<file path="config.mk">
export PLATFORM = sky130hd
export DESIGN_NAME = svm_feature_loader
export DESIGN_NICKNAME = d
export VERILOG_FILES = /design/src/rtl/svm_pkg.sv /design/src/rtl/feature_quantize.sv /design/src/rtl/svm_feature_loader.sv
export SDC_FILE = /design/constraint.sdc
export NUM_CORES = 2
export LEC_CHECK = 0
export ABC_AREA = 1
export ABC_CLOCK_PERIOD_IN_PS = 3200
export BUFFER_PORTS_ARGS = -buffer_cell sky130_fd_sc_hd__buf_2
export CAP_MARGIN = 20
export CORE_UTILIZATION = 45
export DETAILED_ROUTE_END_ITERATION = 10
export PLACE_DENSITY = 0.73
export SLEW_MARGIN = 30
export SYNTH_ARGS = -nofsm -noshare
export SYNTH_HDL_FRONTEND = slang
export SYNTH_HIERARCHICAL = 1
export SYNTH_SLANG_ARGS = --single-unit
</file>
<file path="constraint.sdc">
create_clock -name clk -period 3.2 [get_ports clk]
set_input_delay 0.64 -clock clk [delete_from_list [all_inputs] [get_ports clk]]
set_output_delay 0.64 -clock clk [all_outputs]
set_load 0.1 [all_outputs]
</file>
<file path="src/rtl/svm_pkg.sv">
// svm_pkg: shared defaults, quantized feature type and range limits for the
// SVM feature path.
package svm_pkg;

  localparam int NBITS_DEF     = 5;
  localparam int F_WIDTH_DEF   = 214;
  localparam int RAW_WIDTH_DEF = 16;
  localparam int SHIFT_DEF     = 6;

  typedef logic signed [NBITS_DEF-1:0] feat_t;

  localparam feat_t QMIN = feat_t'(-(2 ** (NBITS_DEF - 1)));
  localparam feat_t QMAX = feat_t'((2 ** (NBITS_DEF - 1)) - 1);

endpackage

</file>
<file path="src/rtl/feature_quantize.sv">
// feature_quantize: arithmetic right shift of a raw signed feature word,
// followed by a saturating clamp to NBITS when SVM_FEATURE_SAT_EN is defined,
// or a plain two's-complement truncation to NBITS otherwise.
module feature_quantize #(
  parameter int RAW_WIDTH = 16,
  parameter int NBITS     = 5,
  parameter int SHIFT     = 6
) (
  input  logic signed [RAW_WIDTH-1:0] i_raw,
  output logic signed [NBITS-1:0]     o_q
);

`ifdef SVM_FEATURE_SAT_EN
  localparam logic signed [RAW_WIDTH-1:0] W_LO = RAW_WIDTH'(-(2 ** (NBITS - 1)));
  localparam logic signed [RAW_WIDTH-1:0] W_HI = RAW_WIDTH'((2 ** (NBITS - 1)) - 1);

  logic signed [RAW_WIDTH-1:0] w_shifted;

  assign w_shifted = i_raw >>> SHIFT;

  // Clamp the floored value into the representable signed NBITS range.
  always_comb begin
    o_q = W_LO[NBITS-1:0];
    if (w_shifted < W_LO) begin
      o_q = W_LO[NBITS-1:0];
    end else if (w_shifted > W_HI) begin
      o_q = W_HI[NBITS-1:0];
    end else begin
      o_q = w_shifted[NBITS-1:0];
    end
  end
`else
  // Keep only the low NBITS bits of the floored value (wraps on overflow).
  assign o_q = NBITS'(i_raw >>> SHIFT);
`endif

endmodule

</file>
<file path="src/rtl/svm_feature_loader.sv">
// svm_feature_loader: collects quantized feature words into F_WIDTH-lane
// vectors held in a two-bank buffer and hands them to the classifier,
// alternating valence/arousal. Clamp vs. wrap quantization is selected by
// the SVM_FEATURE_SAT_EN macro.
module svm_feature_loader
  import svm_pkg::*;
#(
  parameter int NBITS     = NBITS_DEF,
  parameter int F_WIDTH   = F_WIDTH_DEF,
  parameter int RAW_WIDTH = RAW_WIDTH_DEF,
  parameter int SHIFT     = SHIFT_DEF
) (
  input  logic                        clk,
  input  logic                        rst,
  input  logic signed [RAW_WIDTH-1:0] in_data,
  input  logic                        in_valid,
  output logic                        in_ready,
  input  logic                        in_last,
  output logic [NBITS*F_WIDTH-1:0]    out_features,
  output logic                        out_valid,
  input  logic                        out_ready,
  output logic                        out_is_arousal,
  output logic                        err_len
);

  localparam int VEC_W  = NBITS * F_WIDTH;
  localparam int FIDX_W = (F_WIDTH > 1) ? $clog2(F_WIDTH) : 1;
  localparam logic [FIDX_W-1:0] LAST_IDX = FIDX_W'(F_WIDTH - 1);

  logic [VEC_W-1:0]        r_bank [2];
  logic                    r_wp;
  logic                    r_rp;
  logic [1:0]              r_cnt;
  logic [FIDX_W-1:0]       r_fidx;
  logic                    r_arousal;
  logic                    r_err;

  logic signed [NBITS-1:0] w_q;
  logic                    w_in_fire;
  logic                    w_out_fire;
  logic                    w_last_lane;
  logic                    w_commit;

  feature_quantize #(
    .RAW_WIDTH (RAW_WIDTH),
    .NBITS     (NBITS),
    .SHIFT     (SHIFT)
  ) u_quant (
    .i_raw (in_data),
    .o_q   (w_q)
  );

  // Ready/valid are pure functions of occupancy, so out_ready never reaches in_ready.
  assign in_ready       = (r_cnt < 2'd2);
  assign out_valid      = (r_cnt != 2'd0);
  assign out_features   = r_bank[r_rp];
  assign out_is_arousal = r_arousal;
  assign err_len        = r_err;

  assign w_in_fire   = in_valid && in_ready;
  assign w_out_fire  = out_valid && out_ready;
  assign w_last_lane = (r_fidx == LAST_IDX);
  assign w_commit    = w_in_fire && (w_last_lane || in_last);

  // Bank storage: the first word of a vector clears the rest of its bank.
  always_ff @(posedge clk) begin
    if (rst) begin
      r_bank[0] <= '0;
      r_bank[1] <= '0;
    end else if (w_in_fire) begin
      if (r_fidx == '0) begin
        r_bank[r_wp] <= VEC_W'($unsigned(w_q));
      end else begin
        r_bank[r_wp][int'(r_fidx)*NBITS +: NBITS] <= w_q;
      end
    end else begin
      r_bank[0] <= r_bank[0];
      r_bank[1] <= r_bank[1];
    end
  end

  // Pointers, occupancy, fill index, phase bit and length-error pulse.
  always_ff @(posedge clk) begin
    if (rst) begin
      r_wp      <= 1'b0;
      r_rp      <= 1'b0;
      r_cnt     <= 2'd0;
      r_fidx    <= '0;
      r_arousal <= 1'b0;
      r_err     <= 1'b0;
    end else begin
      // A length fault is a commit on the last lane without in_last, or in_last early.
      r_err <= w_in_fire && (w_last_lane != in_last);

      if (w_commit) begin
        r_fidx <= '0;
        r_wp   <= ~r_wp;
      end else if (w_in_fire) begin
        r_fidx <= r_fidx + FIDX_W'(1);
      end else begin
        r_fidx <= r_fidx;
      end

      if (w_out_fire) begin
        r_rp      <= ~r_rp;
        r_arousal <= ~r_arousal;
      end else begin
        r_rp      <= r_rp;
        r_arousal <= r_arousal;
      end

      case ({w_commit, w_out_fire})
        2'b10:   r_cnt <= r_cnt + 2'd1;
        2'b01:   r_cnt <= r_cnt - 2'd1;
        default: r_cnt <= r_cnt;
      endcase
    end
  end

endmodule

</file>
==> run metrics <==
status finished, violations left; violated checks negative setup slack; number of synthesized flops with an enable pin 2140; Async SR Flop Fraction 0; H-tree depth 4; cell taking the most area after synthesis edfxtp_1; fillers 17906; register area share after synthesis 0.647; synthesized area per cell 11.4 sq um; post-synthesis cell type count 31; Synth top area share 0.644; area of the multi-input gates 31600 sq um; initial core utilization 0.454; Clk Latency, worst-skew pair 0.94 ns; Setup crit end out_features[352]; detailed-route DRC error count 0; Crit Path Max Fanout 11; worst reg2reg path endpoint r_bank[1][478]; Sinks on Clock Net between 2000 and 2500; most frequent cell after synthesis edfxtp_1; global-route wire length before repair 511000 microns; Reg2Reg Setup Slack 0 ns; crit path DAT 2.65 ns; CTS tree done; max-slew violations 0; number of DRC markers in iteration 0 9902; Total Power 85.0 mW; gr ovfl total 0; WL per Instance 29.5 microns; core area 220000 sq um; Initial DRT Pass Iterations 6; dpl ws -0.0825 ns; leakage between 40 and 50 nW; cts bufs inserted 220; via count 75854; Clock Skews 0.0459 ns; Net Count, Synth 8792; fin crit period 3.29 ns; RSZ-0062 raised after global routing true; setup ws final -0.0912 ns; Chip Height 473 microns; Detail Route Antenna Nets 0; Core Rows 172; Die ar. around 220000 sq um; FF+latch area 64600 sq um; gpl congestion between 0.9 and 1; largest net degree at the start of global routing between 200 and 250; Synth Flop Type edfxtp_1; num ports 1095; startpoint types register; RR Startpoint r_fidx[2]; VDD IR max 0.607 mV; most area-consuming cells after synthesis edfxtp_1 (64%), mux2_2 (12%), nand2_1 (6.9%); crit path kind reg2out; # hold bufs at CTS 0; layout cells sized above 1 0.312; root buf cell clkbuf_16; dpl hpwl 267000 microns; Syn Inst Count 8763; max-cap viol count 0; #FFs+latches synth about 2200; worst r2r path cells 11; crit share post-route 1.03; Area Growth Syn to Fin 22.2%; vias per cell 5.85; antenna violations before repair 13; number of global-route vias before repair 71079; wirelength, routed 383000 microns; CP Capture Type primary output; top post-synthesis cells by count edfxtp_1 (2140), nand2_1 (1824), nor2_1 (1328), mux2_2 (1070), nor3_1 (1013); Worst Path Required 2.56 ns; count of final hold-check violations 0; f_max 0.304 GHz; Max Buffers Root-to-Sink 3; Slew HR 0.329; Syn. warnings 6; IO buf count 1083; Worst Hold Class in2reg; Final setup viols ~430; post-layout util 0.554; Nets 9861; Worst Tran Pin Value 1.01 ns; CTS clk-pin slew, worst paths 0.05 ns; cell area after synthesis 99800 sq um; Die X-Extent 473 microns; pwr dens 697 nW/um^2; Total Routing Usage GR 0.323
-- critical path: stages (launching register included) --
cell       delay (ns)
dfxtp_4          0.44
buf_16           0.19
buf_16           0.21
clkbuf_16        0.23
mux2_2           0.44
buf_6            0.22
-- layout make-up --
class                      count  area share
sequential                  2155       0.530
multi-input combinational   5649       0.259
timing repair buffer        1566       0.115
clock buffer                 259      0.0467
tap                         2958      0.0304
clock inverter               138      0.0109
inverter                     240     0.00772
antenna                       12    0.000246
-- how the worst min path moves through the flow --
| stage | endpoint | cells after the start | startpoint |
|---|---|---|---|
| after CTS | err_len | 5 | in_last |
| after global placement | register | 1 | r_rp |
| after detailed placement | out_is_arousal | 1 | out_is_arousal |
| final | err_len | 5 | in_last |
| after floorplan | register | 1 | r_rp |
| after global routing | err_len | 5 | in_last |
-- kinds of logic after synthesis --
logic type,after synthesis,synth area share
AND/OR/NAND/NOR,4544,0.191
flip-flops,2155,0.647
multiplexers,1070,0.121
buffers and inverters,959,0.0389
AO/OA/AOI/OAI,26,0.00135
adder cells (fa/ha/maj),8,0.00100
XOR/XNOR,1,0.000163
-- sequential cells by signal, summed over array words and instances, names as in the netlist, named ones only --
| register | count |
|---|---|
| r_bank | 2140 |
| r_fidx | 8 |
| r_cnt | 2 |
| err_len | 1 |
| out_is_arousal | 1 |
| r_rp | 1 |
| r_wp | 1 |
-- what timing repair did --
action | in CTS | in global routing
setup endpoints to repair | 1045 | 1658
buffers inserted | 0 | 19
endpoints found under the hold margin | 0 | 0
resized for setup | 175 | 1492
cloned | 4 | 34
-- power breakdown --
part / switching (mW) / total, mW / internal (mW)
registers: 0.423 / 33.0 / 32.6
clock network: 11.3 / 25.5 / 14.2
logic: 20.9 / 26.4 / 5.52
-- per-layer routing --
metal	GRT usage	vias to the layer above	share of wire
li1	-	32721	-
met2	0.502	5218	0.46
met5	0	-	0.000089
met4	0.202	4	0.073
met1	0.384	36941	0.34
met3	0.109	970	0.13
-- layout by cell type (no fill, tap or decap), types with 13 or more instances in the layout --
cell and count:
nor2_1 1321, clkbuf_1 37, mux2_2 1014, buf_16 24, nand3_1 232, mux2_4 56, clkinv_2 43, buf_8 24
inv_2 97, clkbuf_4 98, bufinv_16 18, buf_12 81, clkbuf_16 246, nand4_1 82, buf_2 331, nor3_1 1013
buf_4 726, nor2_2 47, a21oi_1 13, clkinv_1 53, dfxtp_1 13, nand2_1 1820, buf_6 258, inv_1 136
edfxtp_1 2140
-- through the flow --
stage	instances	cell area [sq um]	hold slack (ns)	setup TNS (ns)
after floorplan	8763	99800	0.426	0
after global placement	12510	110000	0.427	-0.412
after detailed placement	12510	110000	0.440	-1.04
after CTS	12911	118000	0.109	-145.36
after global routing	12971	122000	0.184	-67.97
final	12977	122000	0.179	-15.08
(Power assumes the default switching activity.)
